### src/rtl/sample_out_pkg.sv
// Shared types and constants for the serial sample output stage.
package sample_out_pkg;

  localparam int unsigned SAMPLE_W  = 32;
  localparam int unsigned WORD_BITS = 32;
  localparam int unsigned ENTRY_W   = SAMPLE_W + 1;

  typedef enum logic [1:0] {
    IDLE,
    SHIFT,
    GAP
  } ser_state_t;

  typedef struct packed {
    logic                tag;
    logic [SAMPLE_W-1:0] data;
  } fifo_entry_t;

endpackage

### src/rtl/sample_fifo.sv
// Synchronous FIFO of tagged samples; head is read combinationally.
module sample_fifo
  import sample_out_pkg::*;
#(
  parameter int unsigned DEPTH = 16
) (
  input  logic               clk,
  input  logic               rst,
  input  logic               push,
  input  logic               pop,
  input  logic [ENTRY_W-1:0] din,
  output logic [ENTRY_W-1:0] dout,
  output logic               full,
  output logic               empty
);

  localparam int unsigned AW = $clog2(DEPTH);
  localparam logic [AW:0] FULL_CNT = DEPTH[AW:0];

  logic [ENTRY_W-1:0] mem [DEPTH];
  logic [AW-1:0]      wr_ptr_q;
  logic [AW-1:0]      rd_ptr_q;
  logic [AW:0]        count_q;
  logic               do_push;
  logic               do_pop;

  assign do_push = push & ~full;
  assign do_pop  = pop & ~empty;

  // Pointers are exactly AW bits so they wrap on their own.
  always_ff @(posedge clk) begin
    if (rst) begin
      wr_ptr_q <= '0;
      rd_ptr_q <= '0;
      count_q  <= '0;
    end else begin
      if (do_push) wr_ptr_q <= wr_ptr_q + 1'b1;
      if (do_pop)  rd_ptr_q <= rd_ptr_q + 1'b1;
      case ({do_push, do_pop})
        2'b10:   count_q <= count_q + 1'b1;
        2'b01:   count_q <= count_q - 1'b1;
        default: count_q <= count_q;
      endcase
    end
  end

  always_ff @(posedge clk) begin
    if (do_push) mem[wr_ptr_q] <= din;
  end

  assign dout  = mem[rd_ptr_q];
  assign full  = (count_q == FULL_CNT);
  assign empty = (count_q == '0);

endmodule

### src/rtl/sample_serializer.sv
// Buffers tagged samples and shifts them MSB-first onto an sclk/lrck/sdata link.
module sample_serializer
  import sample_out_pkg::*;
#(
  parameter int unsigned DEPTH  = 16,
  parameter int unsigned CLKDIV = 4
) (
  input  logic                clk,
  input  logic                rst,
  input  logic                write,
  input  logic                modeSelector,
  input  logic [SAMPLE_W-1:0] Data,
  output logic                sclk,
  output logic                lrck,
  output logic                sdata,
  output logic                full,
  output logic                empty,
  output logic                busy,
  output logic                overflow
);

  localparam int unsigned DW = $clog2(2 * CLKDIV) + 1;
  localparam int unsigned BW = $clog2(WORD_BITS);
  localparam logic [DW-1:0] DIV_LAST = DW'(CLKDIV - 1);
  localparam logic [DW-1:0] GAP_LAST = DW'(2 * CLKDIV - 1);
  localparam logic [BW-1:0] BIT_LAST = BW'(WORD_BITS - 1);

  ser_state_t           state_q, state_d;
  logic [DW-1:0]        div_q, div_d;
  logic [BW-1:0]        bit_q, bit_d;
  logic [WORD_BITS-1:0] shreg_q, shreg_d;
  logic                 sclk_q, sclk_d;
  logic                 sdata_q, sdata_d;
  logic                 lrck_q, lrck_d;
  logic                 overflow_q, overflow_d;

  logic                 push;
  logic                 pop;
  logic [ENTRY_W-1:0]   fifo_dout;
  fifo_entry_t          head;

  // A write against a full FIFO is dropped even if a pop frees a slot this cycle.
  assign push       = write & ~full;
  assign overflow_d = overflow_q | (write & full);
  assign head       = fifo_entry_t'(fifo_dout);

  sample_fifo #(
    .DEPTH (DEPTH)
  ) u_fifo (
    .clk   (clk),
    .rst   (rst),
    .push  (push),
    .pop   (pop),
    .din   ({modeSelector, Data}),
    .dout  (fifo_dout),
    .full  (full),
    .empty (empty)
  );

  always_comb begin
    state_d = state_q;
    div_d   = div_q;
    bit_d   = bit_q;
    shreg_d = shreg_q;
    sclk_d  = sclk_q;
    sdata_d = sdata_q;
    lrck_d  = lrck_q;
    pop     = 1'b0;
    case (state_q)
      IDLE: begin
        sclk_d  = 1'b0;
        sdata_d = 1'b0;
        if (!empty) begin
          pop     = 1'b1;
          shreg_d = head.data;
          lrck_d  = head.tag;
          sdata_d = head.data[WORD_BITS-1];
          div_d   = '0;
          bit_d   = '0;
          state_d = SHIFT;
        end
      end
      SHIFT: begin
        if (div_q == DIV_LAST) begin
          div_d  = '0;
          sclk_d = ~sclk_q;
          // Data changes only on the falling toggle so it is centred on the rise.
          if (sclk_q) begin
            if (bit_q == BIT_LAST) begin
              sdata_d = 1'b0;
              state_d = GAP;
            end else begin
              shreg_d = shreg_q << 1;
              bit_d   = bit_q + 1'b1;
              sdata_d = shreg_q[WORD_BITS-2];
            end
          end
        end else begin
          div_d = div_q + 1'b1;
        end
      end
      GAP: begin
        sclk_d  = 1'b0;
        sdata_d = 1'b0;
        if (div_q == GAP_LAST) begin
          div_d   = '0;
          state_d = IDLE;
        end else begin
          div_d = div_q + 1'b1;
        end
      end
      default: state_d = IDLE;
    endcase
  end

  always_ff @(posedge clk) begin
    if (rst) begin
      state_q    <= IDLE;
      div_q      <= '0;
      bit_q      <= '0;
      shreg_q    <= '0;
      sclk_q     <= 1'b0;
      sdata_q    <= 1'b0;
      lrck_q     <= 1'b0;
      overflow_q <= 1'b0;
    end else begin
      state_q    <= state_d;
      div_q      <= div_d;
      bit_q      <= bit_d;
      shreg_q    <= shreg_d;
      sclk_q     <= sclk_d;
      sdata_q    <= sdata_d;
      lrck_q     <= lrck_d;
      overflow_q <= overflow_d;
    end
  end

  assign sclk     = sclk_q;
  assign sdata    = sdata_q;
  assign lrck     = lrck_q;
  assign busy     = (state_q != IDLE);
  assign overflow = overflow_q;

endmodule

### config.mk
export PLATFORM = sky130hd
export DESIGN_NAME = sample_serializer
export DESIGN_NICKNAME = d
export VERILOG_FILES = /design/src/rtl/sample_out_pkg.sv /design/src/rtl/sample_fifo.sv /design/src/rtl/sample_serializer.sv
export SDC_FILE = /design/constraint.sdc
export NUM_CORES = 1
export LEC_CHECK = 0
export ABC_AREA = 1
export BUFFER_PORTS_ARGS = -buffer_cell sky130_fd_sc_hd__buf_2
export CORE_MARGIN = 1
export CORE_UTILIZATION = 40
export CTS_BUF_LIST = sky130_fd_sc_hd__clkbuf_16
export DETAILED_ROUTE_END_ITERATION = 10
export PLACE_DENSITY_LB_ADDON = 0.25
export SYNTH_ARGS = -nofsm -noshare
export SYNTH_HDL_FRONTEND = slang
export SYNTH_SLANG_ARGS = --single-unit
export TNS_END_PERCENT = 30
### constraint.sdc
create_clock -name clk -period 3 [get_ports clk]
set_input_delay 0 -clock clk [delete_from_list [all_inputs] [get_ports clk]]
set_output_delay 0 -clock clk [all_outputs]
set_load 0.03 [all_outputs]
* After elaboration in Yosys (flattened, before gate mapping) *
Memory sizes are Yosys's and may differ from the RTL's. A register that Yosys moved wholly into a read port is not among the register bits.
Cells that the tools add are included.

storage, ports and cells
  RAM bits = 528
  flip-flop bits (word level) = 59
  output and inout bits = 7
  word-level logic and storage cells = 88
  input bits = 36
  memories kept = 1

memories
  name        words  bits a word  read ports  clocked after Yosys merged registers in  write ports  RTL line           text
  u_fifo.mem  16     33           1           1                                        1            sample_fifo.sv:20  logic [ENTRY_W-1:0] mem [DEPTH];

operators by class
  bitwise logic cells = 8
  equal/unequal tests = 14
  add/sub/neg operators = 6
  mux-type cells = 34
  reduce and logical (&&, ||, !) cells = 14

operators by type and width
  kind                 number
  $mux 31              4
  $pmux 31 s2          1
  $mux 4               5
  $mux 5               4
  $pmux 5 s2           2
  $add 4x1->4 const B  3
  $ne 2x2->1 const B   6
  $pmux 4 s3           1
  $add 5x1->5 const B  2
  $eq 5x5->1 const B   2
  $mux 2               5
  $reduce_and 5->1     2
  $mux 1               9
  $reduce_bool 2->1    4
  $pmux 2 s3           1
  $reduce_and 2->1     3
  $logic_not 5->1      1
  $sub 5x1->5 const B  1
  $and 1x1->1          4
  $eq 2x1->1 const B   2
  $eq 2x2->1 const B   2
  $eq 4x2->1 const B   1
  $eq 4x3->1 const B   1
  $not 1->1            3
  other kinds (7)      7

* Longest topological paths before layout *
  depth in word-level cells = 6
  depth in mapped cells = 14
  depth with buffers taken out = 14

* Hierarchy *
Synthesis repeated with hierarchy kept, for this count alone.

second synthesis, totals
  cell total of the unflattened synthesis = 1901
  area, all modules = 24591.1 µm²

by module, submodules not included
  module             sequential area each (µm²)  cells an instance  instances  area each (µm²)
  sample_fifo        16195.5                     1527               1          22102.4
  sample_serializer  920.9                       374                1          2488.6

* Least setup slack after synthesis *
OpenSTA, ideal clock, no wires.

  path type = register -> register
  from = reg u_fifo.count_q[1]
  to = mem u_fifo.mem[11][0] (netlist name), enable pin
  buffers on the path = 0
  required time = 2577 ps
  cell stages (with the launch flop) = 9
  arrival time = 2454 ps
  period minus slack after synthesis = 2877 ps
  setup time = 423 ps
  slack = 123 ps
  cell sequence = dfxtp_1 inv_1 nand3_1 nor2_2 inv_1 nand2_2 inv_1 nand2_1 nor2_1

on the way
  word-level cells in the longest chain between the ends = 6

RTL lines
  element                         RTL line                                    text
  start: declaration              sample_fifo.sv:23                           logic [AW:0] count_q;
  start signal: assignment        sample_fifo.sv:40                           2'b10: count_q <= count_q + 1'b1;
  start signal: assignment        sample_fifo.sv:41                           2'b01: count_q <= count_q - 1'b1;
  start signal: assignment        sample_fifo.sv:42                           default: count_q <= count_q;
  $eq 5x5->1 *                    sample_fifo.sv:52                           assign full = (count_q == FULL_CNT);
  via full                        sample_serializer.sv:16                     output logic full,
  $not 1->1 *                     sample_fifo.sv:27, sample_serializer.sv:43
  $and 1x1->1                     sample_serializer.sv:43                     assign push = write & ~full;
  $and 1x1->1 *                   sample_fifo.sv:27                           assign do_push = push & ~full;
  $mux 1 *                        sample_fifo.sv:48                           if (do_push) mem[wr_ptr_q] <= din;
  $mux 1 (not written as such) *  sample_fifo.sv:48
  end: declaration                sample_fifo.sv:20

The timed path passes the listed nets; every way through them passes the cells marked *.

* Worst setup path after layout *
  from = reg state_q[1]
  to = reg u_fifo.count_q[4]

on the way
  word-level cells in the longest chain between the ends = 5
  elaborated cells between the ends (all ways) = 7
  those cells by class = 2 x eq/ne; 2 x mux; 1 x bitwise; 2 x reduce/logical

RTL lines
  element                                                 RTL line                  text
  start: declaration                                      sample_serializer.sv:28   ser_state_t state_q, state_d;
  start signal: assignment                                sample_serializer.sv:127  state_q <= state_d;
  $logic_not 2->1 *                                       sample_serializer.sv:69   case (state_q)
  $mux 1 *                                                sample_serializer.sv:69
  $and 1x1->1 *                                           sample_fifo.sv:28         assign do_pop = pop & ~empty;
  $eq 2x1->1 / $eq 2x2->1 (equally long branches)         sample_fifo.sv:39         case ({do_push, do_pop})
  $pmux 5 s2 / $reduce_bool 2->1 (equally long branches)  --

Mark *: on every way between the ends. The rest lies on a longest branch, timed or not.
A chain may end at the register's enable or synchronous reset.

==> results.json <==
{
  "multiInputGateArea_um2": 6200,
  "cts_buffers": 59,
  "netlist_top_cells_count": "edfxtp_1 (528), nand2_1 (511), nand3_1 (285)",
  "clock_skew_ns": 0.0216,
  "synthToLayoutAreaGrowth_pct": 14.6,
  "async_reset_ff_share_pct": 0,
  "antenna_found_initial": 0,
  "postCtsSetupBuffers": 0,
  "drcViolationCount": 0,
  "yosysMostFrequentCell": "edfxtp_1",
  "yosysWarnings": 0,
  "synth-simple-area-share_pct": 17.5,
  "initial_core_util_pct": 40.7,
  "grt_overflow": 0,
  "ff_latch_area_um2": 17100,
  "netlist_top_cells_area": "edfxtp_1 (64%), nand2_1 (7.8%), nand3_1 (5.8%)",
  "dp_hpwl_um": 32700,
  "die_h_um": 250,
  "vias": 16300,
  "holdBufCountCts": 36,
  "synth_cell_types": 31,
  "cts_tree": "yes",
  "worst_slew_pin_slew_ns": 0.787,
  "p_total_uw": 23100,
  "synth_top_area_cell": "edfxtp_1",
  "rsz0062_at_grt": "no",
  "io_buffer_count": 42,
  "synthMuxAreaShare_pct": 0,
  "tns_ns": 0,
  "drive_above_1_share_pct": 8.95,
  "drv_cap": 0,
  "fin_cells": 3172,
  "ys_ff_latch": 591,
  "firstDrtPassIters": 7,
  "rr_worst_depth": 13,
  "finalMaxSlewViolations": 0,
  "synth_top_area_share_pct": 64.3,
  "hold_ws_ns": 0.280,
  "p_per_area_nw_per_um2": 818,
  "cts_resized": 0,
  "r2r-end": "u_fifo.count_q[4]",
  "grt_max_degree": 112,
  "start_kind": "register",
  "p_leak_uw": 0.0108,
  "via_per_inst": 5.13,
  "wire_per_inst_um": 19.2,
  "critPathBufInv": 2,
  "critPathArrivalTime_ns": 3.02,
  "status": "finished clean",
  "critPathRequiredTime_ns": 3.55,
  "synth_nets": 2322,
  "synth-edff-count": 528,
  "initialDrtViolationCount": 1501,
  "hold_viol": 0,
  "grt_util_all_layers_pct": 19.8,
  "crit_slowest_cell": "dfxtp_1",
  "synth_cells": 2269,
  "synthAdderAreaFrac_pct": 0.863,
  "io_pins": 43,
  "min_path_type": "in -> reg",
  "ys_seq_area_share_pct": 69.4,
  "placed_area_um2": 25900,
  "rows": 90,
  "post-route-min-period_ns": 2.47,
  "synth_compound_area_share_pct": 5.97,
  "relSlewSlack_pct": 47.5,
  "core_area_um2": 60600,
  "design_area_um2": 28300,
  "timing_worst_setup_path_type": "reg -> reg",
  "ys.flop_type": "edfxtp_1",
  "totalWireLength_um": 60900,
  "max-vdd-ir-drop_v": 0.000486,
  "h-tree-depth": 2,
  "fmax_mhz": 405,
  "crit_fanout": 8,
  "clk_latency_ns": 0.64,
  "end_kind": "register",
  "max_stage_delay_ns": 0.33,
  "syn_avg_cell_area_um2": 10.9,
  "fin_crit_sh_pct": 82.2,
  "dieArea_um2": 62600,
  "grt_pass1_vias": 16100,
  "dieWidth_um": 250,
  "n_antenna_cell": 0,
  "r2r_start": "state_q[1]",
  "crit_chain": "inv_1 > ha_1 > nand2_1 > inv_1 > ha_1 > xor2_1 > ha_1 > a21o_1 > nand3_1 > nand2_1 > xor2_1 > nand2_1 > a21oi_1",
  "grt_pass1_wl_um": 95400,
  "synth_top_family_by_area": "simple AND/OR/NAND/NOR gates",
  "cp.depth": 13,
  "cts-root-buf": "clkbuf_16",
  "synth_area_um2": 24700,
  "clk_pin_slew_ns": 0.06,
  "numPlacedInstances": 3024,
  "postRouteAntennaNets": 0,
  "worst_path_dominant_cell_family": "adder cells",
  "setup_viol": 0,
  "clkSinkCount": 591,
  "synth-xor-area-share_pct": 0.355,
  "gp_congestion": 0.809,
  "nNetsFinal": 2392,
  "startpoint": "state_q[1]",
  "r2r_slack_ns": 0.53,
  "clock_path_buffers": 3,
  "cp-endpoint": "u_fifo.count_q[4]",
  "fillers": 5478
}
-- layout by cell type, fill, tap and decap left out, drive strengths merged --
cell type / count
a21o: 1
a21oi: 69
and3: 1
buf: 100
bufinv: 9
clkbuf: 59
clkinv: 22
clkinvlp: 1
dfxtp: 63
dlygate4sd3: 36
edfxtp: 528
ha: 17
inv: 236
nand2: 512
nand3: 286
nand4: 3
nor2: 239
o2111ai: 1
o211ai: 48
o21a: 2
o21ai: 143
o21bai: 1
o22ai: 1
or2: 2
xor2: 10
-- kinds of logic (layout without fill, tap and decap cells) --
group / count (synthesis) / count (layout)
adder cells (fa/ha/maj): 17 / 17
flip-flops: 591 / 591
XOR/XNOR: 10 / 10
AO/OA/AOI/OAI: 266 / 266
buffers and inverters: 342 / 463
AND/OR/NAND/NOR: 1043 / 1043
-- metrics by stage --
| step | setup slack [ns] | util, % |
|---|---|---|
| after floorplan | 0.123 | - |
| after global placement | 0.667 | 42.8 |
| after detailed placement | 0.574 | 42.8 |
| after CTS | 0.547 | 46.7 |
| after global routing | 0.226 | 46.7 |
| final | 0.533 | 46.7 |
-- metal layers --
metal	global-route usage (%)	share of wire, %
met5	0	0
met3	2.46	5.4
met4	6.40	2.5
met1	26.3	44
met2	33.6	49
-- worst min-delay path by stage --
stage,start,endpoint,cells after the start
after floorplan,Data[0],u_fifo.mem[0][0],0
after global placement,write,overflow,3
after detailed placement,write,overflow,3
after CTS,Data[6],u_fifo.mem[0][6],2
after global routing,Data[9],u_fifo.mem[0][9],2
final,Data[6],u_fifo.mem[12][6],2
-- cell type report --
cell class	instances	share of cell area, %
sequential	591	60.6
clock buffer	59	5.22
clock inverter	53	1.74
tap	782	3.46
multi-input combinational	1336	21.9
inverter	215	2.88
timing repair buffer	136	4.18
-- power by group --
group	total [µW]	leakage (µW)	switching, µW	internal, µW
combinational	6070	0.00450	4180	1890
sequential	9590	0.00529	216	9370
clock	7460	0.00104	3120	4340
total	23100	0.0108	7510	15600
-- state kept, by name (all words and copies together), names as in the netlist, named ones only --
register,count
div_q,4
state_q,2
shreg_q,31
sdata,1
sclk,1
bit_q,5
overflow,1
u_fifo.rd_ptr_q,4
u_fifo.wr_ptr_q,4
u_fifo.count_q,5
u_fifo.mem,528
lrck,1
Power figures use the tool's default switching activity.
